### src/rtl/fetch_pkg.sv
// Shared types and constants for the instruction fetch unit.
// FETCH_ALIGN_CHK_EN (fetch_unit) turns odd redirect targets into a sticky error.
package fetch_pkg;

  localparam int INST_W = 16;
  localparam int PC_W   = 16;

  localparam logic [PC_W-1:0]   PC_INC     = 16'd2;
  localparam logic [PC_W-1:0]   ALIGN_MASK = 16'hFFFE;
  localparam logic [INST_W-1:0] NOP_INST   = 16'h0800;

  typedef enum logic [1:0] {
    ST_FETCH,
    ST_VALID,
    ST_HALTED
  } state_t;

endpackage

### src/rtl/fetch_pc_reg.sv
// Program counter register with its incrementer and next-PC select.
// Redirect targets are always word aligned before being loaded.
module fetch_pc_reg
  import fetch_pkg::*;
#(
  parameter logic [PC_W-1:0] RESET_PC = 16'h0000
) (
  input  logic            clk,
  input  logic            rst,
  input  logic            load,
  input  logic            redirect,
  input  logic [PC_W-1:0] target,
  output logic [PC_W-1:0] pc,
  output logic [PC_W-1:0] pc_inc
);

  logic [PC_W-1:0] next_pc;

  // The adder wraps naturally at 16 bits, so 16'hFFFE steps to 16'h0000.
  assign pc_inc  = pc + PC_INC;
  assign next_pc = redirect ? (target & ALIGN_MASK) : pc_inc;

  // NOTE: state registers use non-blocking assignment so every flop samples
  // the values from before the edge, independent of statement order.
  always_ff @(posedge clk) begin
    if (!rst) begin
      pc <= RESET_PC;
    end else if (load) begin
      pc <= next_pc;
    end
  end

endmodule

### src/rtl/fetch_unit.sv
// Instruction fetch unit: FETCH/VALID/HALTED control around a PC register.
// Define FETCH_ALIGN_CHK_EN to halt with err on an odd redirect target.
module fetch_unit
  import fetch_pkg::*;
#(
  parameter logic [PC_W-1:0] RESET_PC = 16'h0000,
  parameter int              WAIT_MAX = 15
) (
  input  logic              clk,
  input  logic              rst,
  output logic              imem_req,
  output logic [PC_W-1:0]   imem_addr,
  input  logic [INST_W-1:0] imem_rdata,
  input  logic              imem_ready,
  output logic              inst_valid,
  output logic [INST_W-1:0] inst,
  output logic [PC_W-1:0]   pc_plus2,
  input  logic              dec_ready,
  input  logic              halt_in,
  input  logic              dec_err,
  input  logic              redirect,
  input  logic [PC_W-1:0]   redirect_pc,
  output logic              halted,
  output logic              err
);

  localparam int CNT_W = $clog2(WAIT_MAX + 1);

  state_t           state;
  logic [CNT_W-1:0] wait_cnt;
  logic [PC_W-1:0]  pc;
  logic [PC_W-1:0]  pc_inc;
  logic             accept;
  logic             misalign;
  logic             stop;
  logic             pc_load;

  assign accept = (state == ST_VALID) && dec_ready;

`ifdef FETCH_ALIGN_CHK_EN
  assign misalign = redirect & redirect_pc[0];
`else
  assign misalign = 1'b0;
`endif

  assign stop    = halt_in | dec_err | misalign;
  assign pc_load = accept & ~stop;

  fetch_pc_reg #(
    .RESET_PC (RESET_PC)
  ) u_pc_reg (
    .clk      (clk),
    .rst      (rst),
    .load     (pc_load),
    .redirect (redirect),
    .target   (redirect_pc),
    .pc       (pc),
    .pc_inc   (pc_inc)
  );

  assign imem_addr = pc;

  // imem_req stays low for the first FETCH cycle after reset, so a late
  // completion from an abandoned request can never be captured.
  always_ff @(posedge clk) begin
    if (!rst) begin
      state      <= ST_FETCH;
      wait_cnt   <= '0;
      imem_req   <= 1'b0;
      inst_valid <= 1'b0;
      inst       <= NOP_INST;
      pc_plus2   <= '0;
      halted     <= 1'b0;
      err        <= 1'b0;
    end else begin
      case (state)
        ST_FETCH: begin
          if (!imem_req) begin
            imem_req <= 1'b1;
          end else if (imem_ready) begin
            inst       <= imem_rdata;
            pc_plus2   <= pc_inc;
            imem_req   <= 1'b0;
            inst_valid <= 1'b1;
            state      <= ST_VALID;
          end else if (wait_cnt == CNT_W'(WAIT_MAX - 1)) begin
            imem_req <= 1'b0;
            err      <= 1'b1;
            halted   <= 1'b1;
            state    <= ST_HALTED;
          end else begin
            wait_cnt <= wait_cnt + 1'b1;
          end
        end
        ST_VALID: begin
          if (dec_ready) begin
            inst_valid <= 1'b0;
            if (stop) begin
              // halt_in outranks the redirect, so it masks an alignment fault.
              err    <= err | dec_err | (misalign & ~halt_in);
              halted <= 1'b1;
              state  <= ST_HALTED;
            end else begin
              wait_cnt <= '0;
              imem_req <= 1'b1;
              state    <= ST_FETCH;
            end
          end
        end
        ST_HALTED: begin
          state <= ST_HALTED;
        end
        default: begin
          imem_req   <= 1'b0;
          inst_valid <= 1'b0;
          halted     <= 1'b1;
          state      <= ST_HALTED;
        end
      endcase
    end
  end

endmodule

### config.mk
export PLATFORM = sky130hd
export DESIGN_NAME = fetch_unit
export DESIGN_NICKNAME = d
export VERILOG_FILES = /design/src/rtl/fetch_pkg.sv /design/src/rtl/fetch_pc_reg.sv /design/src/rtl/fetch_unit.sv
export SDC_FILE = /design/constraint.sdc
export NUM_CORES = 1
export LEC_CHECK = 0
export CORE_MARGIN = 2
export CORE_UTILIZATION = 45
export DETAILED_ROUTE_END_ITERATION = 10
export GPL_TIMING_DRIVEN = 0
export PLACE_DENSITY = 0.87
export SLEW_MARGIN = 10
export SYNTH_ARGS = -nofsm -noshare
export SYNTH_HDL_FRONTEND = slang
export SYNTH_SLANG_ARGS = --single-unit
### constraint.sdc
create_clock -name clk -period 1.8 [get_ports clk]
set_input_delay 0.36 -clock clk [delete_from_list [all_inputs] [get_ports clk]]
set_output_delay 0.36 -clock clk [all_outputs]
set_load 0.01 [all_outputs]
# ---- Word-level counts from Yosys, hierarchy flattened
# Cells that the tools add are included.
dict set report totals {
  ff_bits 58
  inputBits 39
  out_inout_bits 52
  elab_cells 70
}
dict set report op_classes {
  addsub 2
  eq_ne 12
  muxes 32
  bitwise_logic 5
  n_reduce_logical 10
}
# op count
set ops {}
lappend ops {{two-way mux 4 bit} 5}
lappend ops {{AND reduction 6 bit} 3}
lappend ops {{adder 16 x 2 -> 16 bit (second input constant)} 1}
lappend ops {{two-way mux 16 bit} 1}
lappend ops {{!= test 2 bit (second input constant)} 8}
lappend ops {{two-way mux 1 bit} 15}
lappend ops {{two-way mux 2 bit} 5}
lappend ops {{case mux 1 bit (3 select lines)} 3}
lappend ops {{AND reduction 3 bit} 3}
lappend ops {{case mux 4 bit (2 select lines)} 1}
lappend ops {{adder 4 x 1 -> 4 bit (second input constant)} 1}
lappend ops {{== test 4 bit (second input constant)} 1}
lappend ops {{case mux 2 bit (2 select lines)} 1}
lappend ops {{AND reduction 4 bit} 1}
lappend ops {{!= test 3 bit (second input constant)} 1}
lappend ops {{== test 2 x 1 -> 1 bit (second input constant)} 1}
lappend ops {{== test 2 bit (second input constant)} 1}
lappend ops {{zero test 2 bit} 1}
lappend ops {{NOT 1 bit} 2}
lappend ops {{bitwise OR 1 bit} 2}
lappend ops {{case mux 1 bit (2 select lines)} 1}
lappend ops {{nonzero test 2 bit} 1}
lappend ops {{AND 1 bit} 1}
lappend ops {{logical AND 1 bit} 1}

# ---- Longest topological paths before layout
# Gate-level depths: netlist (run 1).
dict set report depth {
  depth_word 5
  mapped_depth 7
  mapped_depth_nobuf 6
}

# ---- Modules after synthesis
# A second synthesis (run 1) with hierarchy kept.
dict set report hier_totals {
  hier_cells 354
  hier_area_um2 2907.8
}
# module instances cells_per_inst area_per_inst_um2 seq_area_each_um2
set modules_own_cells {}
lappend modules_own_cells {fetch_unit 1 207 1800.5 840.8}
lappend modules_own_cells {fetch_pc_reg 1 147 1107.3 300.3}

# ---- Least setup slack after synthesis (run 1)
# No wires, ideal clock.
dict set report synth_timing {
  path_type {reg2reg}
  start {reg u_pc_reg.pc[1]}
  end {reg u_pc_reg.pc[15]}
  setup_time_ps 133
  arrival_ps 1638
  required_time_ps 1667
  path_slack_ps 29
  stages_incl_launch_ff 6
  path_buffers 0
  period_less_slack_ps 1771
  cell_sequence {dfxtp_1 -> ha_1 -> nand3_2 -> nor4_1 -> or3b_2 -> a31oi_1}
}
dict set report synth_between {
  elab_chain_len 2
}
# element line
set synth_lines {}
lappend synth_lines {{start: declaration} fetch_pc_reg.sv:13} ;# output logic [PC_W-1:0] pc,
lappend synth_lines {{start signal: assignment} fetch_pc_reg.sv:29} ;# pc <= next_pc;
lappend synth_lines {{adder 16 x 2 -> 16 bit} fetch_pc_reg.sv:20} ;# assign pc_inc = pc + PC_INC;
lappend synth_lines {{two-way mux 16 bit} fetch_pc_reg.sv:21} ;# assign next_pc = redirect ? (target & ALIGN_MASK) : pc_inc;
# No other way between the ends.
# A chain may end at the register's enable or synchronous reset.

# ---- Final worst setup path (run 1)
dict set report layout_timing {
  start {reg u_pc_reg.pc[8]}
  end {out imem_addr[8]}
}
# element line
set layout_rtl {}
lappend layout_rtl {{end: declaration} fetch_unit.sv:12} ;# output logic [PC_W-1:0] imem_addr,
# No word-level cell between the ends.

==> summary.txt, run 1 <==
Yosys
  – Synth cell count leaders: 60 x nand2_1, 56 x dfxtp_1, 35 x a21oi_1, 26 x nor2_1, 16 x o21ai_0
  – Cell taking the most area after synthesis: dfxtp_1
  – Post-synth ARST share: 0
  – Synth Area in Simple Gates: 0.241
  – Post-synth EDFFs: 0
  – Cell with the most instances after synthesis: nand2_1
  – Flops & latches, synth: 56
  – Synth Cell Area: ~2700 um^2
  – Avg Inst Size Synth: roughly 8 um^2
  – Compound-cell area share of the yosys netlist: 0.215
  – Synth Area in XOR/XNOR: 0.0494
  – Mux share of post-synthesis cell area: 0.00753
  – Post-Synth Adder-Cell Area: 0.0141
  – Area share of the largest cell type after synthesis: 0.422
  – Cell variety after synth: between 50 and 60
  – Main synth FF type: dfxtp_1
  – Synthesis Warnings: 0
  – Post-Syn Instances: 332
  – Synth top area cells: dfxtp_1 42%, nand2_1 8.5%, a21oi_1 6.6%
  – Register area share after synthesis: 0.422
  – Largest family of logic cells by synthesized area: simple AND/OR/NAND/NOR gates

Layout
  – Nets: 474
  – Share of layout cells above drive strength 1: 0.127
  – Area delta synth->final: 47.1%
  – Layout fillers: 422
  – # diodes: 0

Power and ir drop
  – Worst vdd ir: just under 400 uV
  – PwrDens: approximately 720 nW/um^2
  – Total power: around 2.8 mW
  – Leakage: around 1.4 nW

Setup path
  – Slowest-stage cell, CP: clkdlybuf4s50_1
  – Slowest stage delay, CP: around 600 ps
  – CP Class: reg2out
  – CP endpoint kind: output pin
  – CP top delay family: buffers and inverters
  – Worst EP required: 1440 ps
  – Critical path buffers and inverters: 1
  – CP Cell Sequence: clkdlybuf4s50_1
  – Crit start category: register
  – Worst Path Max Fanout: 6
  – Flop-to-flop setup slack: 40 ps
  – Data arrival, critical path: approximately 1400 ps

STA
  – Slew HR: 0.610
  – Fmax: roughly 570 MHz
  – Fin. Hold Viols: 0
  – Fin. max-slew vios: 0
  – TNS Setup: 0 ps
  – Final clock skew: 5.04 ps
  – Final Critical Period: around 1800 ps
  – Fin crit share: 0.983
  – Setup Viol. Count Final: 0
  – Slew @ Worst Pin: just under 600 ps

Clocking
  – CTS sink count: between 50 and 60
  – Clk buf depth: 2
  – Htree depth: 2
  – CTS buffer count: 5
  – Post-CTS Hold Fix Bufs: 0
  – Worst skew pair latency: 310 ps
  – CTS Root Cell: clkbuf_8
  – Clk slew on worst S/H paths: about 100 ps
  – CTS tree: done

Placed design
  – Port bufs: 86
  – Gpl congestion: just under 0.9
  – Hpwl dp: roughly 5.6 mm

Global route
  – Number of global-route vias before repair: roughly 2600
  – Largest net degree at the start of global routing: 17
  – GRT Resource Usage Total: 0.245
  – GR Overflow Total: 0
  – Initial antenna violation count: 0
  – First-pass GRT wire length: between 10 and 15 mm

Floorplanning
  – Die area: about 6500 um^2
  – DIE HEIGHT: 80.9 um
  – IO Pins: slightly above 90
  – Initial core utilization: 0.474
  – Die width: a little over 80 um
  – Area of the core: 5610 um^2
  – Row cnt: 27

Detailed routing
  – Via Count: about 2900
  – 1st-pass router iterations: 6
  – Routed wire per std cell: between 15 and 20 um
  – DRT iter0 DRCs: between 200 and 250
  – DRT antenna net count: 0
  – Vias per cell: ~5.7
  – Total wire length: 8.15 mm
  – DR DRC count: 0

Job
  – Max Cap Viol: 0

Hold path
  – Hold Crit Class: reg2reg

Outcome
  – Status: completed
-- where the power goes --
part	switching (mW)	internal (mW)	leakage, nW	total [mW]
Sequential	0.0436	1.30	0.458	1.35
Combinational	0.244	0.272	0.861	0.516
Clock	0.413	0.548	0.0642	0.961
-- per-stage QoR --
stage	std cells	util	hold WS, ps	setup WS [ps]	instance area (um^2)
3_5_place_dp	491	0.644	445	-570	3610
6_report	504	0.697	456	31.0	3910
4_1_cts	501	0.685	457	-5.45	3840
3_3_place_gp	491	0.644	442	-516	3610
5_1_grt	504	0.697	477	-37.4	3910
2_1_floorplan	333	-	470	29.3	2660
-- registers in the layout, summed over array words and instances (netlist names) --
register and flops:
inst 16, err 1, imem_req 1, inst_valid 1
wait_cnt 4, state 2, halted 1, u_pc_reg.pc 15
pc_plus2 15
-- worst min-delay path, delay by kind of cell, from the launching register on --
family,cells,cell delay [ps]
flip-flops,1,330
AO/OA/AOI/OAI,1,50
buffers and inverters,1,50
-- repair_timing --
action | 4_1_cts | 5_1_grt
setup buffers | 5 | 4
resized for setup | 17 | 18
pin swaps | 3 | 1
endpoints found under the setup margin | 28 | 38
-- cells by family after synthesis --
logic type,count (synthesis)
buffers and inverters,31
and+or+nand+nor,132
adders and majority gates,3
other,1
DFF,56
xor gates and xnor gates,15
muxes,2
AOI/OAI and AO/OA,92
-- per-layer routing --
| layer | wire [um] | global-route usage | share of wire | vias up |
|---|---|---|---|---|
| li1 | - | - | - | 1366 |
| met1 | 3370 | 0.332 | 0.41 | 1356 |
| met2 | 3950 | 0.392 | 0.49 | 158 |
| met3 | 687 | 0.0433 | 0.084 | 16 |
| met4 | 142 | 0.0881 | 0.017 | 0 |
| met5 | 0 | 0 | 0 | - |
-- placed cells by master (no fill, tap or decap), drive strengths merged, types with 2 or more instances in the layout --
| cell type | count |
|---|---|
| xor2 | 5 |
| a31oi | 6 |
| inv | 4 |
| clkdlybuf4s50 | 85 |
| o21ai | 16 |
| clkbuf | 20 |
| nand2 | 60 |
| and2 | 2 |
| o221ai | 3 |
| dfxtp | 56 |
| buf | 17 |
| o31ai | 2 |
| a21oi | 35 |
| nor3b | 2 |
| nand3 | 13 |
| a211oi | 7 |
| xnor2 | 10 |
| ha | 3 |
| or3b | 3 |
| o21a | 6 |
| nor4 | 4 |
| conb | 2 |
| nor3 | 7 |
| a22oi | 3 |
| o31a | 2 |
| nor2 | 27 |
| mux2i | 2 |
| nand2b | 2 |
| or4 | 2 |
| nand4 | 3 |
| bufinv | 2 |
| o22ai | 5 |
| nand3b | 2 |
-- worst paths after layout --
path,startpoint,endpoint,depth (start not counted)
setup / recovery,u_pc_reg.pc[8],imem_addr[8],1
hold / removal,halted,halted,2
setup reg to reg,u_pc_reg.pc[4],u_pc_reg.pc[14],5
hold reg to reg,halted,halted,2
-- final cells by class --
type,instances,area [um^2],share of cell area
clock buffer,5,68.8,0.0176
timing repair buffer,95,931,0.238
tap,72,90.1,0.0230
inverter,5,18.8,0.00480
multi-input combinational,246,1490,0.380
buffer,23,128,0.0326
clock inverter,2,60.1,0.0154
sequential,56,1130,0.288
Note: power is estimated with default switching activity, not from simulation.
==> run 2, diff against run 1 <==
--- a/config.mk
+++ b/config.mk
@@ -5,6 +5,7 @@
 export SDC_FILE = /design/constraint.sdc
 export NUM_CORES = 1
 export LEC_CHECK = 0
+export CORE_ASPECT_RATIO = 1.75
 export CORE_MARGIN = 2
 export CORE_UTILIZATION = 45
 export DETAILED_ROUTE_END_ITERATION = 10
==> summary.txt, run 2 (synthesis results as in run 1) <==
Floorplanning
  – IO Pins: 91 (unchanged)
  – Die width: 62.1 um (-23%)
  – DIE HEIGHT: 106 um (+31%)
  – Row cnt: 37 (+37%)
  – Die area: 6560 um^2 (+0.37%)
  – Initial core utilization: 0.459 (-0.0147)
  – Area of the core: 5790 um^2 (+3.2%)

STA
  – Fin. Hold Viols: 0 (unchanged)
  – Fin worst setup slack: 53.6 ps (+22.6 ps)
  – Fmax: 573 MHz (+1.3%)
  – Setup Viol. Count Final: 0 (unchanged)
  – Slew HR: 0.600 (-0.00918)
  – Slew @ Worst Pin: 599 ps (+13.8 ps)
  – Fin crit share: 0.970 (-0.0126)
  – Fin. max-slew vios: 0 (unchanged)
  – Final Critical Period: 1750 ps (-22.6 ps)
  – Final clock skew: 5.72 ps (+0.681 ps)

Power and ir drop
  – Logic pwr share: 0.201 (+0.018)
  – PwrDens: 653 nW/um^2 (-9.6%)
  – Clock power share: 0.263 (-0.077)
  – Internal power: 1.84 mW (-13%)
  – Total power: 2.53 mW (-11%)
  – Worst vdd ir: 530 uV (+36%)
  – Leakage: 1.37 nW (-0.79%)
  – P_sw: 0.687 mW (-2.0%)
  – Flop pwr share: 0.535 (+0.058)
  – Sw frac: 0.272 (+0.0240)

Detailed routing
  – Met3 WL: 429 um (-38%)
  – Top Metal Used: met4
  – Routed wire per std cell: 15.8 um (-2.3%)
  – Via Count: 2784 (-3.9%)
  – DR DRC count: 0 (unchanged)
  – Routed met2 length: 4.35 mm (+9.9%)
  – Total wire length: 8.04 mm (-1.4%)
  – Post-Route M1 WL: 2.95 mm (-12%)
  – DRT iter0 DRCs: 119 (-51%)
  – DRT antenna net count: 0 (unchanged)
  – Vias per cell: 5.47 (-4.8%)
  – 1st-pass router iterations: 4 (-2)

Placed design
  – Placed Area: 3620 um^2 (+0.21%)
  – Port bufs: 86 (unchanged)
  – Gpl congestion: 0.931 (+7.2%)
  – Hpwl dp: 5.76 mm (+3.1%)
  – Pre-CTS worst setup slack: -541 ps (+28.8 ps)

Setup path
  – Worst EP required: 2040 ps (+600 ps)
  – CP Class: reg2reg
  – Crit start category: register
  – RR Endpoint: u_pc_reg.pc[14]
  – Worst r2r src: u_pc_reg.pc[4]
  – CP endpoint kind: register
  – Flop-to-flop setup slack: 50 ps (about the same)
  – Worst Path Max Fanout: 7 (+1)
  – Data arrival, critical path: 1990 ps (+580 ps)
  – R2R cell count: 5 (unchanged)

Layout
  – FF/Latch Area: 1130 um^2 (+0.33%)
  – Multi-input combinational cell area: 1480 um^2 (-0.34%)
  – Largest Register: inst
  – Most common cell after layout, fill and taps aside: clkdlybuf4s50_1
  – # diodes: 0 (unchanged)
  – Commonest non-fill, non-tap cells in the layout: 85 x clkdlybuf4s50_1, 59 x nand2_1, 48 x dfxtp_1, 35 x a21oi_1, 26 x nor2_1
  – Largest regs: inst x16, pc_plus2 x15, u_pc_reg.pc x15
  – Max reg flops: 16 (unchanged)
  – Layout fillers: 468 (+11%)
  – Share of layout cells above drive strength 1: 0.128 (+0.000295)
  – Nets: 473 (-0.21%)
  – Area delta synth->final: 45.5%
  – Layout Cell Area excl Fill: 3870 um^2 (-1.1%)

Clocking
  – CTS Root Cell: clkbuf_8
  – CTS sink count: 56 (unchanged)
  – Htree depth: 2 (unchanged)
  – CTS tree: done
  – Post-CTS Hold Fix Bufs: 0 (unchanged)
  – Worst skew pair latency: 310 ps (about the same)
  – Clk buf depth: 2 (unchanged)
  – CTS buffer count: 5 (unchanged)
  – Clk slew on worst S/H paths: 90 ps (about the same)

Hold path
  – Hold Crit Class: reg2reg
  – Hold EP: halted
  – Hold path depth: 2 (unchanged)
  – Hold path startpoint: halted

Global route
  – GRT Resource Usage Total: 0.243 (-0.00224)
  – Initial antenna violation count: 0 (unchanged)
  – GR Overflow Total: 0 (unchanged)
  – First-pass GRT wire length: 12.8 mm (+2.7%)
  – Number of global-route vias before repair: 2727 (+5.5%)
  – Largest net degree at the start of global routing: 17 (unchanged)

Job
  – Max Cap Viol: 0 (unchanged)

Outcome
  – Status: completed
## run 2: cell count changes in the layout (fill, tap and decap cells not counted), sizes merged
cell,before,now
clkinv,1,2
buf,17,16
clkinvlp,0,1
bufinv,2,0
## run 2: through the flow
| stage | std cells | util | hold slack, ps | setup TNS (ps) |
|---|---|---|---|---|
| 6_report | 509 | 0.669 | 459 | 0 |
| 5_1_grt | 509 | 0.669 | 473 | -3.16 |
| 4_1_cts | 507 | 0.654 | 454 | 0 |
| 3_5_place_dp | 497 | 0.626 | 442 | -10300 |
| 2_1_floorplan | 333 | - | 470 | 0 |
| 3_3_place_gp | 497 | 0.626 | 440 | -8560 |
## run 2: worst max-delay path by stage
stage | startpoint | end | slack, ps
floorplan | u_pc_reg.pc[1] | u_pc_reg.pc[15] | 30
global placement | dec_ready | u_pc_reg.pc[15] | -520
detailed placement | dec_ready | u_pc_reg.pc[15] | -540
CTS | u_pc_reg.pc[3] | u_pc_reg.pc[14] | 4
global route | u_pc_reg.pc[5] | u_pc_reg.pc[14] | -3
finish | u_pc_reg.pc[4] | u_pc_reg.pc[14] | 50
## run 2: worst max-delay path: stages, from the launching register on
cell and delay, ps:
dfxtp_1 350, clkbuf_4 190, nand4_1 180, or4_4 540
o31a_1 260, o221ai_2 150
## run 2: layer usage
layer	global-route usage	vias to the layer above
met5	0	-
met4	0.129	0
met3	0.0352	31
met2	0.453	125
met1	0.259	1270
li1	-	1358
## run 2: repair_timing
| item | CTS | global route |
|---|---|---|
| setup buffers | 5 | 5 |
| endpoints found under the setup margin | 46 | 52 |
| gates resized for setup | 14 | 21 |
| pin swaps | 3 | 2 |
## run 2: layout make-up
cell class / count / area share
sequential: 56 / 0.292
tap: 78 / 0.0252
timing repair buffer: 96 / 0.243
clock inverter: 2 / 0.00323
multi-input combinational: 246 / 0.383
inverter: 5 / 0.00485
buffer: 21 / 0.0310
clock buffer: 5 / 0.0178
## run 2: power by group through the flow
stage / combinational [mW] / clock [mW] / sequential (mW)
6_report: 0.509 / 0.666 / 1.35
4_1_cts: 0.509 / 0.673 / 1.34
3_3_place_gp: 0.482 / 0 / 1.37
2_1_floorplan: 0.202 / 0 / 1.40
5_1_grt: 0.548 / 0.733 / 1.36
3_5_place_dp: 0.493 / 0 / 1.37
